`src/rtl/load_store_unit.sv`:
```
// Load/store unit: initiator side of the byte-addressed data SRAM port.
// Takes one request at a time, drives one SRAM access cycle and returns a
// registered, sign/zero-extended response with an error flag.
module load_store_unit #(
    parameter int unsigned ADDR_W      = 16,
    parameter bit          CHECK_ALIGN = 1'b1
) (
    input  logic              clk,
    input  logic              rst_n,
    input  logic              req_valid,
    output logic              req_ready,
    input  logic              req_is_store,
    input  logic [2:0]        req_funct3,
    input  logic [ADDR_W-1:0] req_addr,
    input  logic [31:0]       req_wdata,
    output logic              resp_valid,
    input  logic              resp_ready,
    output logic [31:0]       resp_rdata,
    output logic              resp_err,
    output logic [ADDR_W-1:0] mem_address,
    output logic [3:0]        mem_w_en,
    output logic [31:0]       mem_write_data,
    input  logic [31:0]       mem_read_data
);

    localparam int unsigned DATA_W = 32;

    typedef enum logic [1:0] {
        ST_IDLE   = 2'd0,
        ST_ACCESS = 2'd1,
        ST_RESP   = 2'd2
    } state_t;

    state_t              state_q, state_d;
    logic                is_store_q, is_store_d;
    logic [2:0]          funct3_q, funct3_d;
    logic                req_ready_q, req_ready_d;
    logic                resp_valid_q, resp_valid_d;
    logic [DATA_W-1:0]   resp_rdata_q, resp_rdata_d;
    logic                resp_err_q, resp_err_d;
    logic [ADDR_W-1:0]   mem_address_q, mem_address_d;
    logic [3:0]          mem_w_en_q, mem_w_en_d;
    logic [DATA_W-1:0]   mem_write_data_q, mem_write_data_d;

    logic                req_illegal_c;
    logic                req_misalign_c;

    // Byte-write-enable code for a store width; zero for anything else.
    function automatic logic [3:0] store_code(input logic [2:0] f3);
        case (f3)
            3'b000:  store_code = 4'b0001;
            3'b001:  store_code = 4'b0011;
            3'b010:  store_code = 4'b1111;
            default: store_code = 4'b0000;
        endcase
    endfunction

    // Sign/zero extension of raw SRAM read data according to load funct3.
    function automatic logic [DATA_W-1:0] load_extend(input logic [2:0] f3,
                                                      input logic [DATA_W-1:0] d);
        case (f3)
            3'b000:  load_extend = {{24{d[7]}}, d[7:0]};
            3'b100:  load_extend = {24'd0, d[7:0]};
            3'b001:  load_extend = {{16{d[15]}}, d[15:0]};
            3'b101:  load_extend = {16'd0, d[15:0]};
            default: load_extend = d;
        endcase
    endfunction

    // Classify the incoming request as illegal and/or misaligned.
    always_comb begin
        req_illegal_c  = 1'b0;
        req_misalign_c = 1'b0;
        if (req_is_store) begin
            req_illegal_c = !(req_funct3 inside {3'b000, 3'b001, 3'b010});
        end else begin
            req_illegal_c = !(req_funct3 inside {3'b000, 3'b001, 3'b010, 3'b100, 3'b101});
        end
        if (CHECK_ALIGN) begin
            req_misalign_c = ((req_funct3[1:0] == 2'b01) && req_addr[0]) ||
                             ((req_funct3[1:0] == 2'b10) && (req_addr[1:0] != 2'b00));
        end
    end

    // Next-state and registered-output logic.
    always_comb begin
        state_d          = state_q;
        is_store_d       = is_store_q;
        funct3_d         = funct3_q;
        resp_rdata_d     = resp_rdata_q;
        resp_err_d       = resp_err_q;
        mem_address_d    = mem_address_q;
        mem_write_data_d = mem_write_data_q;
        mem_w_en_d       = 4'b0000;

        case (state_q)
            ST_IDLE: begin
                if (req_valid) begin
                    if (req_illegal_c || req_misalign_c) begin
                        state_d      = ST_RESP;
                        resp_err_d   = 1'b1;
                        resp_rdata_d = '0;
                    end else begin
                        state_d          = ST_ACCESS;
                        is_store_d       = req_is_store;
                        funct3_d         = req_funct3;
                        mem_address_d    = req_addr;
                        mem_write_data_d = req_wdata;
                        // Enable is registered so it is live exactly during ACCESS.
                        if (req_is_store) begin
                            mem_w_en_d = store_code(req_funct3);
                        end
                    end
                end
            end
            ST_ACCESS: begin
                state_d    = ST_RESP;
                resp_err_d = 1'b0;
                if (is_store_q) begin
                    resp_rdata_d = '0;
                end else begin
                    resp_rdata_d = load_extend(funct3_q, mem_read_data);
                end
            end
            ST_RESP: begin
                if (resp_ready) begin
                    state_d = ST_IDLE;
                end
            end
            default: begin
                state_d = ST_IDLE;
            end
        endcase

        req_ready_d  = (state_d == ST_IDLE);
        resp_valid_d = (state_d == ST_RESP);
    end

    // State and output registers.
    always_ff @(posedge clk or negedge rst_n) begin
        if (!rst_n) begin
            state_q          <= ST_IDLE;
            is_store_q       <= 1'b0;
            funct3_q         <= 3'b000;
            req_ready_q      <= 1'b1;
            resp_valid_q     <= 1'b0;
            resp_rdata_q     <= '0;
            resp_err_q       <= 1'b0;
            mem_address_q    <= '0;
            mem_w_en_q       <= 4'b0000;
            mem_write_data_q <= '0;
        end else begin
            state_q          <= state_d;
            is_store_q       <= is_store_d;
            funct3_q         <= funct3_d;
            req_ready_q      <= req_ready_d;
            resp_valid_q     <= resp_valid_d;
            resp_rdata_q     <= resp_rdata_d;
            resp_err_q       <= resp_err_d;
            mem_address_q    <= mem_address_d;
            mem_w_en_q       <= mem_w_en_d;
            mem_write_data_q <= mem_write_data_d;
        end
    end

    assign req_ready      = req_ready_q;
    assign resp_valid     = resp_valid_q;
    assign resp_rdata     = resp_rdata_q;
    assign resp_err       = resp_err_q;
    assign mem_address    = mem_address_q;
    assign mem_w_en       = mem_w_en_q;
    assign mem_write_data = mem_write_data_q;

endmodule
```
`config.mk`:
```
export PLATFORM = sky130hd
export DESIGN_NAME = load_store_unit
export DESIGN_NICKNAME = d
export VERILOG_FILES = /design/src/rtl/load_store_unit.sv
export SDC_FILE = /design/constraint.sdc
export NUM_CORES = 1
export LEC_CHECK = 0
export ABC_CLOCK_PERIOD_IN_PS = 1850
export CAP_MARGIN = 20
export CORE_UTILIZATION = 42
export CTS_CLUSTER_SIZE = 25
export DETAILED_ROUTE_END_ITERATION = 12
export GPL_TIMING_DRIVEN = 0
export PLACE_DENSITY = 0.91
export SETUP_SLACK_MARGIN = 0.5
export SLEW_MARGIN = 20
export SYNTH_ARGS = -nofsm -noshare
export SYNTH_HDL_FRONTEND = slang
export SYNTH_SLANG_ARGS = --single-unit
```
`constraint.sdc`:
```
create_clock -name clk -period 1.85 [get_ports clk]
set_input_delay 0.2775 -clock clk [delete_from_list [all_inputs] [get_ports clk]]
set_output_delay 0.2775 -clock clk [all_outputs]
set_load 0.02 [all_outputs]
```
# After elaboration in Yosys (flattened, before gate mapping)
# Index checks and enable logic that the tools add are counted.
# totals
output_inout_bits,87
elab_cells,59
ff_bits,93
inputBits,88
# classes
n_mux,18
n_eq_ne,14
bitwise_logic,1
reduce_logical,16
# op_table
cell,count
$pmux W32 S4,1
$mux W32,3
$pmux W32 S2,1
$mux W4,4
$eq A3 B3 Y1 const B,4
$pmux W4 S3,1
$eq A2 B2 Y1 const B,3
$eq A3 B1 Y1 const B,2
$logic_not A3 Y1,2
$mux W2,3
$pmux W2 S3,1
$reduce_and A3 Y1,2
$reduce_bool A5 Y1,1
$eq A2 B1 Y1 const B,2
$logic_not A2 Y1,2
$ne A2 B2 Y1 const B,2
$reduce_bool A2 Y1,2
$eq A3 B2 Y1 const B,1
$mux W1,3
$reduce_bool A3 Y1,1
$logic_and A1 B1 Y1,2
$logic_not A1 Y1,2
$logic_or A1 B1 Y1,2
$pmux W1 S2,1
$not A1 Y1,1

# Logic depth before layout (Yosys ltp)
# Gate-level depths: netlist (run 1).
# logic_depth
depth_word,9
mapped_depth,5

# Worst setup path after synthesis (run 1)
# No wires, ideal clock.
# synth_path
path_kind,reg-to-reg
start,register funct3_q[0]
end,"register resp_rdata_q[20], in the netlist resp_rdata[20]"
path_buffers,2
setup_ps,139
path_stages_with_launch,6
slack_ps,266
arrival_time_ps,1445
path_cell_list,dfrtp_1 -> clkbuf_1 -> mux2_2 -> o211ai_2 -> buf_2 -> o22ai_1
# synth_between
elab_chain_len,4
# synth_rtl
item,line,rtl
from (decl),36,"logic [2:0] funct3_q, funct3_d;"
from (signal assigned),155,funct3_q <= funct3_d;
"$eq A3 B3 Y1, or another cell as far along",61,case (f3)
$pmux W32 S4 (*),61,
$mux W32 (*),119,if (is_store_q) begin
$pmux W32 S2 (*),96,case (state_q)
to (signal assigned),158,resp_rdata_q <= resp_rdata_d;
to (decl),39,"logic [DATA_W-1:0] resp_rdata_q, resp_rdata_d;"
# Every way passes the cells marked *; elsewhere a longest branch is shown, timed or not.
# A chain may end at the register's enable or synchronous reset.

# Worst setup path after layout (run 1)
# layout_path
start,register state_q[0]
end,"register mem_write_data_q[16], in the netlist mem_write_data[16]"
# layout_between
elab_chain_len,2
# layout_rtl
item,line,rtl
from (decl),34,"state_t state_q, state_d;"
from (signal assigned),153,state_q <= state_d;
$logic_not A2 Y1,96,
$reduce_and A3 Y1 (no line),-,
to (signal assigned),162,mem_write_data_q <= mem_write_data_d;
to (decl),43,"logic [DATA_W-1:0] mem_write_data_q, mem_write_data_d;"
# Every way passes these cells.

==> results list, run 1 <==
- The count of cells in the finished layout, fillers not included, comes to 657.
* Placeable core area: 9330 sq um
- The flow ran to the end, and the final reports show no timing, DRC or antenna violations.
- Pin placement for this block handled 175 I/O pins.
- Die X: 100 um
- Sequential power share: 36.6%
* Post-DRT Antenna Nets: 0
* Startpoint types: register
- Number of buffers inserted by port buffering: 174
- Setup repair after global routing could not meet its margin everywhere.
* Endpoint of the most critical register-to-register path: mem_write_data[16]$_DFFE_PN0P_
- Net switching power: 3.30 mW
* R2r startpoint: state_q[0]$_DFF_PN0_
- Detailed routing inserted a total of 3324 vias.
* Start point of the critical path: state_q[0]$_DFF_PN0_
- The total count of max-transition violations in the final report was 0.
- Combinational logic is responsible for 46.3% of the overall power.
- Worst IR Drop VDD: 0.000780 V
* Achievable Freq: 640 MHz
- STA classifies the critical path endpoint as a register.
- Wire length per cell after detailed routing: 17.8 um
- Syn_nets: 388
- The share of the Yosys chip area taken by registers is 56.6%.
* Final net count: 610
- The analysis attributes to cell leakage a power of 3.06 nW.
- Clock Latency Late Sink: 0.36 ns
* HPWL after detailed placement: 7940 um
* Root buffer selected by CTS: sky130_fd_sc_hd__clkbuf_8
- Post-synthesis register bit count: 92
- Internal portion of total power: 5.60 mW
- Total number of H-tree levels: 3
* Total standard cell area after synthesis: 4070 sq um
- Shortest period the worst path allows: 1.56 ns
* Critical Path End: mem_write_data[16]$_DFFE_PN0P_
- Post-Route Hold Slack: 0.396 ns
* Detailed-route wire length: 11700 um
- After filler insertion, the fill cell instance count of the layout stands at 655.
* Endpoints failing setup: 0
- Clock-pin slew was measured on the worst setup and hold paths at 0.10 ns.
* Post-synth EDFFs: 0
- Averaged over all synthesized cells, the footprint is 13.6 sq um.
- Initial cell density of the core: 43.6%
- Number of detailed-routing iterations run before antenna repair: 4
* Drt via density: 5.06
- Before CTS, the worst setup slack after placement is -0.432 ns.
* Worst clock skew: 0.0158 ns
- The number of placed instances, taps included, is 604.
* Final worst-path setup slack: 0.286 ns
* Placer congestion estimate: 0.770
* Clock share of power: 17.1%
* Slew of the pin with the lowest slew margin: 0.617 ns
- Mapped Cells: 300
* Data arrival, critical path: 1.81 ns
- Maximum clock path buffer count: 2
- Power spread over the standard cell area amounts to 1320 nW/um^2.
* Clk sinks: 92
- Row generation in the floorplan step produced 35 rows.
* Vertical extent of the die: 100 um
- For this run, the number of Yosys warnings is 0.
* Layout Cell Area excl Fill: 6730 sq um
- The hold violation total from the final report was 0.
- The floorplan step defined a die boundary enclosing 10100 sq um.
- Of the total power, the share spent switching nets is 37.1%.
- DR DRC count: 0
* Remaining max-slew budget at the tightest pin: 58.8%
- Maximum fanout count along the critical path: 6
- Worst endpoint required time: 2.10 ns
- The netlist uses 34 different library cells.
- Layout overhead on the synthesized area: 65.4%
* Crit Path Category: reg2reg
* Fraction of registers with async set/reset: 100%
* Top flip-flop cell by instance count after synthesis: sky130_fd_sc_hd__dfrtp_1
- The via count of the first global-routing pass came to 3509.
- For this run the aggregate overflow at the end of global routing stands at 0.
* Clock buffer count from CTS: 9
- The number of antenna violations at the first check in global routing came to 1.
- Entering global routing, the biggest net connects 48 pins.
* Ratio of final minimum period to clock period: 84.5%
* CTS tree: done
- For flop-to-flop paths, the worst setup slack is 0.29 ns.
* Iteration-0 DRC Markers: 99
- Hold crit path type: in2reg
- The tool flagged a number of max-cap violations equal to 0.
- The worst hold path begins at req_funct3[1].
- The first global-routing pass estimated 18000 um of wire.
- DP Area: 6060 sq um
- Of the cells placed in the final design, the portion with a size suffix greater than 1 is 47.4%.
- Across every metal layer, demand over resource in global routing totals 23.3%.
* Cell count of the worst reg-to-reg path: 8
## power by group through the flow
stage	Sequential, mW	Combinational (mW)	Clock (mW)
2_1_floorplan	4.03	1.41	0
3_3_place_gp	3.21	4.09	0
3_5_place_dp	3.24	4.21	0
4_1_cts	3.24	4.21	1.55
5_1_grt	3.33	4.37	1.63
6_report	3.25	4.12	1.52
## metal layers
metal / vias up / track usage [%] / part of all wire, %
met5: - / 0 / 0
li1: 1515 / - / -
met1: 1667 / 28.3 / 39
met3: 8 / 5.36 / 6.2
met2: 134 / 41.4 / 53
met4: 0 / 6.58 / 0.85
## state kept, by name, summed over array words and instances, names as in the netlist
| name | flops |
|---|---|
| resp_rdata | 32 |
| is_store_q | 1 |
| resp_valid | 1 |
| funct3_q | 3 |
| mem_write_data | 32 |
| mem_w_en | 3 |
| mem_address | 16 |
| req_ready | 1 |
| resp_err | 1 |
| state_q | 2 |
## repair_timing
action,in CTS,in global routing
hold buffers,1,0
setup endpoints to repair,178,162
resized for setup,254,110
buffers inserted,23,6
pin swaps,9,3
hold endpoints to repair,45,0
cloned,5,1
## critical path, stage by stage, from the launching register on
cell	delay, ns
sky130_fd_sc_hd__dfrtp_1	0.40
sky130_fd_sc_hd__buf_6	0.12
sky130_fd_sc_hd__nor2_4	0.10
sky130_fd_sc_hd__o211ai_4	0.10
sky130_fd_sc_hd__inv_4	0.09
sky130_fd_sc_hd__buf_12	0.13
sky130_fd_sc_hd__buf_12	0.11
sky130_fd_sc_hd__buf_16	0.11
sky130_fd_sc_hd__mux2_4	0.29
## cell usage after synthesis, drive strengths merged, types with 8 or more instances
library cell | n | area share, %
a21oi | 10 | 1.2
a221o | 8 | 2.0
a22oi | 8 | 1.5
buf | 10 | 2.1
clkbuf | 11 | 1.3
dfrtp | 91 | 56
mux2 | 53 | 19
nand2 | 17 | 1.6
nand2b | 10 | 1.5
nor2b | 25 | 3.8
o21ai | 16 | 2.0
o22ai | 16 | 2.5
## through the flow
stage	total power, mW	util [%]	setup TNS, ns
3_5_place_dp	7.45	64.9	-30.49
3_3_place_gp	7.30	64.7	-271.43
5_1_grt	9.33	72.2	0
2_1_floorplan	5.44	-	0
4_1_cts	9.00	73.7	0
6_report	8.90	72.2	0
## cell type report
class / instances / area [sq um] / share of cell area, %
multi-input cells: 185 / 1850 / 27.5
inverters: 2 / 10.0 / 0.149
diodes: 1 / 2.50 / 0.0372
clock buffers: 9 / 124 / 1.84
flip-flops and latches: 92 / 2300 / 34.2
plain buffers: 21 / 264 / 3.92
repair buffers: 211 / 1920 / 28.5
clock inverters: 7 / 96.3 / 1.43
well taps: 129 / 161 / 2.40
## worst min path at each step
stage	to	slack [ns]	depth (start not counted)
after detailed placement	resp_rdata[8]$_DFFE_PN0P_	0.33	1
after floorplan	funct3_q[0]$_DFFE_PN0P_	-0.02	0
after global placement	resp_err$_DFFE_PN0P_	0.48	1
after global routing	mem_address[0]$_DFFE_PN0P_	0.41	2
after CTS	mem_w_en[2]$_DFF_PN0_	0.39	3
final	mem_w_en[2]$_DFF_PN0_	0.40	3
## cells by family after synthesis
group,synth area share [%]
compound gates,11.0
flops,56.6
simple gates,9.68
mux,19.2
buf+inv,3.57
## layout by cell type (no fill, tap or decap), types with 4 or more instances in the layout
master	Yosys	final
sky130_fd_sc_hd__dlygate4sd2_1	0	5
sky130_fd_sc_hd__nand2b_1	10	10
sky130_fd_sc_hd__mux2_4	49	51
sky130_fd_sc_hd__nor2b_1	25	24
sky130_fd_sc_hd__clkbuf_8	1	12
sky130_fd_sc_hd__o21ai_0	16	9
sky130_fd_sc_hd__buf_12	0	8
sky130_fd_sc_hd__o22ai_2	0	15
sky130_fd_sc_hd__clkdlybuf4s15_2	0	13
sky130_fd_sc_hd__clkdlybuf4s50_1	0	79
sky130_fd_sc_hd__buf_8	0	4
sky130_fd_sc_hd__buf_4	2	14
sky130_fd_sc_hd__a21oi_2	0	8
sky130_fd_sc_hd__clkbuf_2	0	65
sky130_fd_sc_hd__dfrtp_1	91	90
sky130_fd_sc_hd__a221o_1	8	8
sky130_fd_sc_hd__nand2_1	17	17
sky130_fd_sc_hd__buf_6	5	19
sky130_fd_sc_hd__buf_16	0	5
sky130_fd_sc_hd__a22oi_2	0	6
sky130_fd_sc_hd__clkdlybuf4s15_1	0	10
sky130_fd_sc_hd__o21ai_1	0	7
sky130_fd_sc_hd__nor2_1	6	5
(Power assumes the default switching activity.)
==> run 2, diff against run 1 <==
--- a/config.mk
+++ b/config.mk
@@ -5,13 +5,13 @@
 export SDC_FILE = /design/constraint.sdc
 export NUM_CORES = 1
 export LEC_CHECK = 0
-export ABC_CLOCK_PERIOD_IN_PS = 1850
+export ABC_CLOCK_PERIOD_IN_PS = 1300
 export CAP_MARGIN = 20
-export CORE_UTILIZATION = 42
+export CORE_UTILIZATION = 38
 export CTS_CLUSTER_SIZE = 25
 export DETAILED_ROUTE_END_ITERATION = 12
 export GPL_TIMING_DRIVEN = 0
-export PLACE_DENSITY = 0.91
+export PLACE_DENSITY = 0.87
 export SETUP_SLACK_MARGIN = 0.5
 export SLEW_MARGIN = 20
 export SYNTH_ARGS = -nofsm -noshare
==> constraint.sdc (replaced) <==
create_clock -name clk -period 1.3 [get_ports clk]
set_input_delay 0.195 -clock clk [delete_from_list [all_inputs] [get_ports clk]]
set_output_delay 0.195 -clock clk [all_outputs]
set_load 0.02 [all_outputs]
==> run 2 against run 1 <==
Effect of this change:
- the flow now finishes with violations (negative hold slack, negative setup slack)
- maximum frequency fell by 0.88%
- sequential share of layout area fell by 3.5 points
- clock-buffer cell count rose by 2
- routed wire length rose by 5.7%
- total power rose by 62%
- sequential cell count did not move
- critical path depth fell by 3
- non-clock buffer count rose by 42
- critical endpoint is now resp_rdata[8]$_DFFE_PN0P_
- highest routed layer unchanged
==> results list, run 2 (synthesized netlist as in run 1, its figures left out) <==
* Clock buffer count from CTS: 9 (unchanged)
* Post-Route Hold Slack: -0.221 ns (-0.616 ns)
- The initial standard-cell utilization of the core is 39.2% (-4.4 points).
- Iteration-0 DRC Markers: 123 (+24%)
- R2r startpoint: funct3_q[1]$_DFFE_PN0P_
* Commonest cells after routing, fill and taps aside: sky130_fd_sc_hd__buf_6, sky130_fd_sc_hd__dfrtp_1, sky130_fd_sc_hd__clkdlybuf4s50_1, sky130_fd_sc_hd__buf_4, sky130_fd_sc_hd__mux2_4
- The detail-routed via count per cell was 5.03 (-0.61%).
- TritonCTS built the clock tree.
- The detailed placer's ending HPWL is 7550 um (-4.8%).
- The die area is 11100 sq um (+10%).
- Standard-cell row count: 37 (+5.7%)
- Largest delay contributor family on the critical path: simple AND/OR/NAND/NOR gates
- The number of input and output port buffers inserted was 174 (unchanged).
* CP peak stage delay: 0.52 ns (+0.12 ns)
* Maximum fanout count along the critical path: 8 (+2)
- The clock sink count is 92 (unchanged).
- Startpoint types: register
* Sum of negative setup slack: -11.44 ns (-11.44 ns)
- The final RePlAce weighted congestion was 0.789 (+2.5%).
* Run status: finished with violations
- Placeable core area: 10400 sq um (+11%)
* Power consumption: 14.4 mW (+62%)
* Reported leakage power: 3.41 nW (+12%)
* Critical-path cell with the highest stage delay: sky130_fd_sc_hd__or4b_4
- The total count of max-transition violations in the final report is 0 (unchanged).
- The endpoint identified for the worst register-to-register timing path is resp_rdata[8]$_DFFE_PN0P_.
- Crit Path Category: reg2reg
- Number of detailed-routing iterations run before antenna repair: 4 (unchanged)
- Total power density per cell area: 1920 nW/um^2 (+46%)
- The buffers plus inverters on the worst setup path was 2 (-3).
- WP depth: 5 (-3)
- The utilization of the core after routing was 72.3% (+0.14 points).
- The final antenna-violating net count was 0 (unchanged).
- The register-to-register setup slack is -0.28 ns (-0.56 ns).
- Max-cap violation count: 0 (unchanged)
- The min-delay analysis places its worst path in the category in2async.
- Wire length of the first global-routing pass: 18600 um (+3.7%)
- The die height came to 105 um (+5.0%).
* Final worst-path setup slack: -0.278 ns (-0.564 ns)
- The floorplan die width is 105 um (+5.0%).
- The setup skew after layout was 0.00945 ns (-0.00632 ns).
* Final net count: 652 (+6.9%)
- The slew at the pin closest to its max-slew limit came to 0.567 ns (-0.0501 ns).
* Root buffer selected by CTS: sky130_fd_sc_hd__clkbuf_8
- The maximum count of clock buffers along a single path was 2 (unchanged).
- Total number of H-tree levels: 3 (unchanged)
- The routed wire length is 12400 um (+5.7%).
- The maximum achievable frequency was 634 MHz (-0.88%).
- The signal on the critical path passes through clkbuf_8 > or4b_4 > buf_8 > a21oi_1 > a221o_1.
* # placed instances: 611 (+1.2%)
- Clock Latency Late Sink: 0.35 ns (about the same)
- The worst supply voltage drop on vdd is 0.000982 V (+26%).
- The clock-pin slew on the worst setup and hold paths came to 0.10 ns (about the same).
- Remaining max-slew budget at the tightest pin: 62.0% (+3.2 points)
* Share of post-route cells with drive strength above 1: 54.5% (+7.0 points)
- Ratio of final minimum period to clock period: 121% (+37 points)
- Layout overhead on the synthesized area: 84.2%
- The critical path required time is 1.61 ns (-0.49 ns).
- Maximum number of pins on one net before global-route repair: 57 (+19%)
- Unrepaired setup endpoints after global routing: yes
- The minimum clock period came to 1.58 ns (+0.0139 ns).
- The overall track demand over capacity in global routing is 21.5% (-1.8 points).
- The count of pins on the block boundary came to 175 (unchanged).
- The via count of the first global-routing pass is 3691 (+5.2%).
* Data arrival, critical path: 1.88 ns (+0.07 ns)
- Endpoints failing setup: 77 (+77)
* DR DRC count: 0 (unchanged)
- Cell count of the worst reg-to-reg path: 5 (-3)
- Wire length per cell after detailed routing: 17.5 um (-1.6%)
* Sum of overflow across all layers after global routing: 0 (unchanged)
- The final reports fail on negative hold slack, negative setup slack.
* Most frequent standard cell in the layout excluding fill and tap cells: sky130_fd_sc_hd__buf_6
* Number of vias after detailed routing: 3550 (+6.8%)
- The hold violation total from the final report came to 36 (+36).
* Final instance count without filler cells: 706 (+7.5%)
* Critical Path End Type: register
- The number of antenna violations at the first check in global routing was 1 (unchanged).
## run 2: report_power, final
part | internal, mW | leakage, nW | total [mW] | switching, mW
combinational | 4.68 | 2.19 | 7.88 | 3.20
clock | 0.753 | 0.0820 | 1.79 | 1.04
sequential | 3.91 | 1.14 | 4.76 | 0.844
total | 9.35 | 3.41 | 14.4 | 5.08
## run 2: worst register-to-register path, delay by kind of cell (launching register included)
| family | cells | cell delay, ns |
|---|---|---|
| flip-flops | 1 | 0.38 |
| buffers and inverters | 2 | 0.31 |
| AO/OA/AOI/OAI | 2 | 0.32 |
| AND/OR/NAND/NOR | 1 | 0.52 |
## run 2: area by class of cell
cell class	instances	area (sq um)
well taps	136	170
inverters	2	12.5
repair buffers	253	2590
multi-input cells	185	1910
clock buffers	11	141
diodes	1	2.50
fillers	665	2870
flip-flops and latches	92	2310
clock inverters	5	36.3
plain buffers	21	319
## run 2: timing repair
action / 4_1_cts / 5_1_grt
setup endpoints to repair: 179 / 179
gates resized for setup: 597 / 39
pin swaps: 8 / 5
buffers inserted: 50 / 23
gates cloned: 2 / 3
endpoints found under the hold margin: 36 / 36
## run 2: worst max-delay path by stage
stage	slack, ns	end	from
CTS	-0.21	mem_write_data[19]$_DFFE_PN0P_	state_q[1]$_DFF_PN0_
global placement	-3.45	mem_w_en[2]$_DFF_PN0_	rst_n
detailed placement	-0.92	mem_write_data[2]$_DFFE_PN0P_	req_funct3[2]
global route	-0.32	resp_rdata[15]$_DFFE_PN0P_	funct3_q[1]$_DFFE_PN0P_
floorplan	-0.13	resp_rdata[10]$_DFFE_PN0P_	funct3_q[1]$_DFFE_PN0P_
finish	-0.28	resp_rdata[8]$_DFFE_PN0P_	funct3_q[1]$_DFFE_PN0P_
## run 2: per-layer routing
layer / share of wire [%] / vias up / global-route usage, %
met5: 0 / - / 0
met4: 2.5 / 0 / 9.52
met3: 5.5 / 29 / 4.51
met2: 54 / 149 / 39.0
met1: 37 / 1773 / 24.4
li1: - / 1599 / -
## run 2: metrics by stage
stage	instance area [sq um]	setup WS, ns
6_report	7500	-0.278
3_5_place_dp	6120	-0.921
4_1_cts	7120	-0.214
2_1_floorplan	4180	-0.132
5_1_grt	7500	-0.317
3_3_place_gp	6090	-3.45
==> run 3, diff against run 2 <==
--- a/config.mk
+++ b/config.mk
@@ -6,12 +6,12 @@
 export NUM_CORES = 1
 export LEC_CHECK = 0
 export ABC_CLOCK_PERIOD_IN_PS = 1300
-export CAP_MARGIN = 20
-export CORE_UTILIZATION = 38
+export CORE_UTILIZATION = 30
 export CTS_CLUSTER_SIZE = 25
 export DETAILED_ROUTE_END_ITERATION = 12
+export GPL_ROUTABILITY_DRIVEN = 0
 export GPL_TIMING_DRIVEN = 0
-export PLACE_DENSITY = 0.87
+export PLACE_DENSITY = 0.73
 export SETUP_SLACK_MARGIN = 0.5
 export SLEW_MARGIN = 20
 export SYNTH_ARGS = -nofsm -noshare
==> run 3 against run 2 <==
Effect of this change:
- combinational power fell by 2%
- utilization fell by 15 points
- cell area up 1.8%
- clock power is 57% higher
- global-route usage fell by 4.4 points
- the flow still finishes with violations (negative hold slack, negative setup slack)
- clock skew down 0.0055 ns
- highest routed layer is now met5
==> results list, run 3 (synthesized netlist as in run 1, its figures left out) <==
- Largest delay contributor family on the critical path: simple AND/OR/NAND/NOR gates
* Critical-path cell with the highest stage delay: sky130_fd_sc_hd__or4b_4
- CP Cell Sequence: buf_8 > or4b_4 > buf_8 > a21oi_2 > a221o_1
* Achievable Freq: 660 MHz (+4.2%)
* Number of detailed-routing iterations run before antenna repair: 4 (unchanged)
* Overall global routing resource usage: 17.1% (-4.4 points)
* Number of vias after detailed routing: 3420 (-3.7%)
- The first-iteration detailed-routing DRC count is 114 (-7.3%).
* Crit Path Category: reg2reg
- The worst supply voltage drop on vdd was 0.00104 V (+5.9%).
- DR DRC count: 0 (unchanged)
- The final sum of negative setup slack came to -11.96 ns (-0.523 ns).
* Clock slew seen by the registers of the worst setup and hold paths: 0.07 ns (-0.03 ns)
- The worst setup path is captured at a register.
* HPWL after detailed placement: 7780 um (+2.9%)
* Maximum fanout count along the critical path: 8 (unchanged)
- The floorplan die width came to 118 um (+12%).
- Remaining max-slew budget at the tightest pin: 60.0% (-2.0 points)
- Root buffer selected by CTS: sky130_fd_sc_hd__clkbuf_16
* Maximum clock path buffer count: 2 (unchanged)
* Layout Cell Area excl Fill: 7630 sq um (+1.8%)
- Most frequent standard cell in the layout excluding fill and tap cells: sky130_fd_sc_hd__buf_6
- The layout net count was 649 (-0.46%).
- The run finished, with violations left.
* Startpoint types: register
- The library cells used most frequently in the layout, excluding fill and tap cells, are sky130_fd_sc_hd__buf_6, sky130_fd_sc_hd__dfrtp_1, sky130_fd_sc_hd__clkdlybuf4s50_1, sky130_fd_sc_hd__buf_4, sky130_fd_sc_hd__mux2_4.
* Setup slack at placement: -0.928 ns (-0.00660 ns)
- Worst clock skew: 0.00394 ns (-0.00551 ns)
- The global-route wire length before repair came to 18800 um (+1.1%).
* Power consumption: 15.3 mW (+6.2%)
- The number of endpoints failing setup at the final stage was 77 (unchanged).
- Initial cell density of the core: 30.7% (-8.5 points)
* Slew Viols, Final: 0 (unchanged)
- The minimum clock period is 1.51 ns (-0.0632 ns).
- The number of placement rows was 42 (+14%).
- Antenna violations before repair: 1 (unchanged)
- DP Area: 6170 sq um (+0.88%)
* CTS tree: done
* Post-DRT Antenna Nets: 0 (unchanged)
- I/O pin cnt: 175 (unchanged)
- Placeable core area: 13200 sq um (+28%)
- Clock buffer count from CTS: 9 (unchanged)
- The path class of the tightest hold or removal check is in2async.
* Maximum number of pins on one net before global-route repair: 52 (-8.8%)
- The final critical-path share of the clock period was 116% (-4.9 points).
* Failing checks: negative hold slack, negative setup slack
- Number of buffers inserted by port buffering: 174 (unchanged)
* Sum of overflow across all layers after global routing: 0 (unchanged)
* Number of diodes added for antenna fixing: 0 (-1)
* Max-cap violation count: 0 (unchanged)
* Total number of H-tree levels: 3 (unchanged)
* Reported leakage power: 3.46 nW (+1.5%)
* Share of post-route cells with drive strength above 1: 53.5% (-0.95 points)
* Unrepaired setup endpoints after global routing: yes
- The via count of the first global-routing pass was 3639 (-1.4%).
- Overall die area: 14000 sq um (+26%)
- The clock sink count came to 92 (unchanged).
- Filler cell count: 1049 (+58%)
- The post-route worst hold slack came to -0.234 ns (-0.0138 ns).
- Most frequent cell on the critical path: sky130_fd_sc_hd__buf_8
- Register-to-register setup slack: -0.21 ns (+0.06 ns)
- Detailed-route wire length: 12500 um (+0.95%)
- The die height is 118 um (+12%).
- Final worst-path setup slack: -0.214 ns (+0.0632 ns)
- Buf+Inv Stages, Crit Path: 2 (unchanged)
* Layout overhead on the synthesized area: 87.6%
- CP peak stage delay: 0.52 ns (about the same)
- Slew of the pin with the lowest slew margin: 0.598 ns (+0.0305 ns)
* Drt via density: 4.61 (-8.3%)
- Final count of hold timing violations: 41 (+14%)
- Wire length per cell after detailed routing: 16.8 um (-3.9%)
- Clock Latency Late Sink: 0.33 ns (-0.02 ns)
- Worst endpoint required time: 1.57 ns (-0.04 ns)
- Data arrival, critical path: 1.79 ns (-0.09 ns)
- Total power density per cell area: 2010 nW/um^2 (+4.3%)
==> run 3: worst paths after layout <==
check / from / end / depth (start not counted)
worst min-delay path: rst_n / resp_rdata[8]$_DFFE_PN0P_ / 1
worst max-delay path: funct3_q[1]$_DFFE_PN0P_ / resp_rdata[12]$_DFFE_PN0P_ / 5
worst max register to register: funct3_q[1]$_DFFE_PN0P_ / resp_rdata[12]$_DFFE_PN0P_ / 5
min in group clk: req_funct3[2] / funct3_q[2]$_DFFE_PN0P_ / 2
worst min register to register: mem_write_data[11]$_DFFE_PN0P_ / mem_write_data[11]$_DFFE_PN0P_ / 1
max in group asynchronous: rst_n / req_ready$_DFF_PN1_ / 2
==> run 3: what timing repair did <==
action,4_1_cts,5_1_grt
pin swaps,6,4
endpoints found under the setup margin,179,179
resized for setup,603,33
setup buffers,45,24
cloned,2,4
hold endpoints to repair,41,41
==> run 3: layout make-up <==
class / instances / area (sq um) / area share, %
timing repair buffer: 250 / 2610 / 34.2
sequential: 92 / 2310 / 30.2
buffer: 21 / 279 / 3.65
clock inverter: 4 / 72.6 / 0.951
tap: 176 / 220 / 2.88
clock buffer: 12 / 246 / 3.23
inverter: 2 / 12.5 / 0.164
multi-input combinational: 185 / 1880 / 24.7
==> run 3: where the power goes <==
part	internal (mW)	switching, mW	total (mW)	leakage [nW]
combinational	4.60	3.14	7.74	2.17
sequential	3.92	0.842	4.76	1.14
clock	1.74	1.08	2.81	0.153
==> run 3: metal layers <==
layer,global-route usage (%),wire length (um),up-vias
met2,29.7,6520,108
met1,20.6,5120,1708
met3,4.78,661,15
met4,5.14,180,2
li1,-,-,1587
met5,0,13,-
==> run 3: worst register-to-register path, cell delays in order (launching register included) <==
cell and delay (ns):
sky130_fd_sc_hd__dfrtp_1 0.39, sky130_fd_sc_hd__buf_8 0.14, sky130_fd_sc_hd__or4b_4 0.52, sky130_fd_sc_hd__buf_8 0.16
sky130_fd_sc_hd__a21oi_2 0.12, sky130_fd_sc_hd__a221o_1 0.12
==> run 3: metrics by stage <==
stage               std cells  util (%)
detailed placement        651      46.6
global placement          650      46.4
global route              742      57.7
CTS                       714      54.6
finish                    742      57.7
floorplan                 300         -
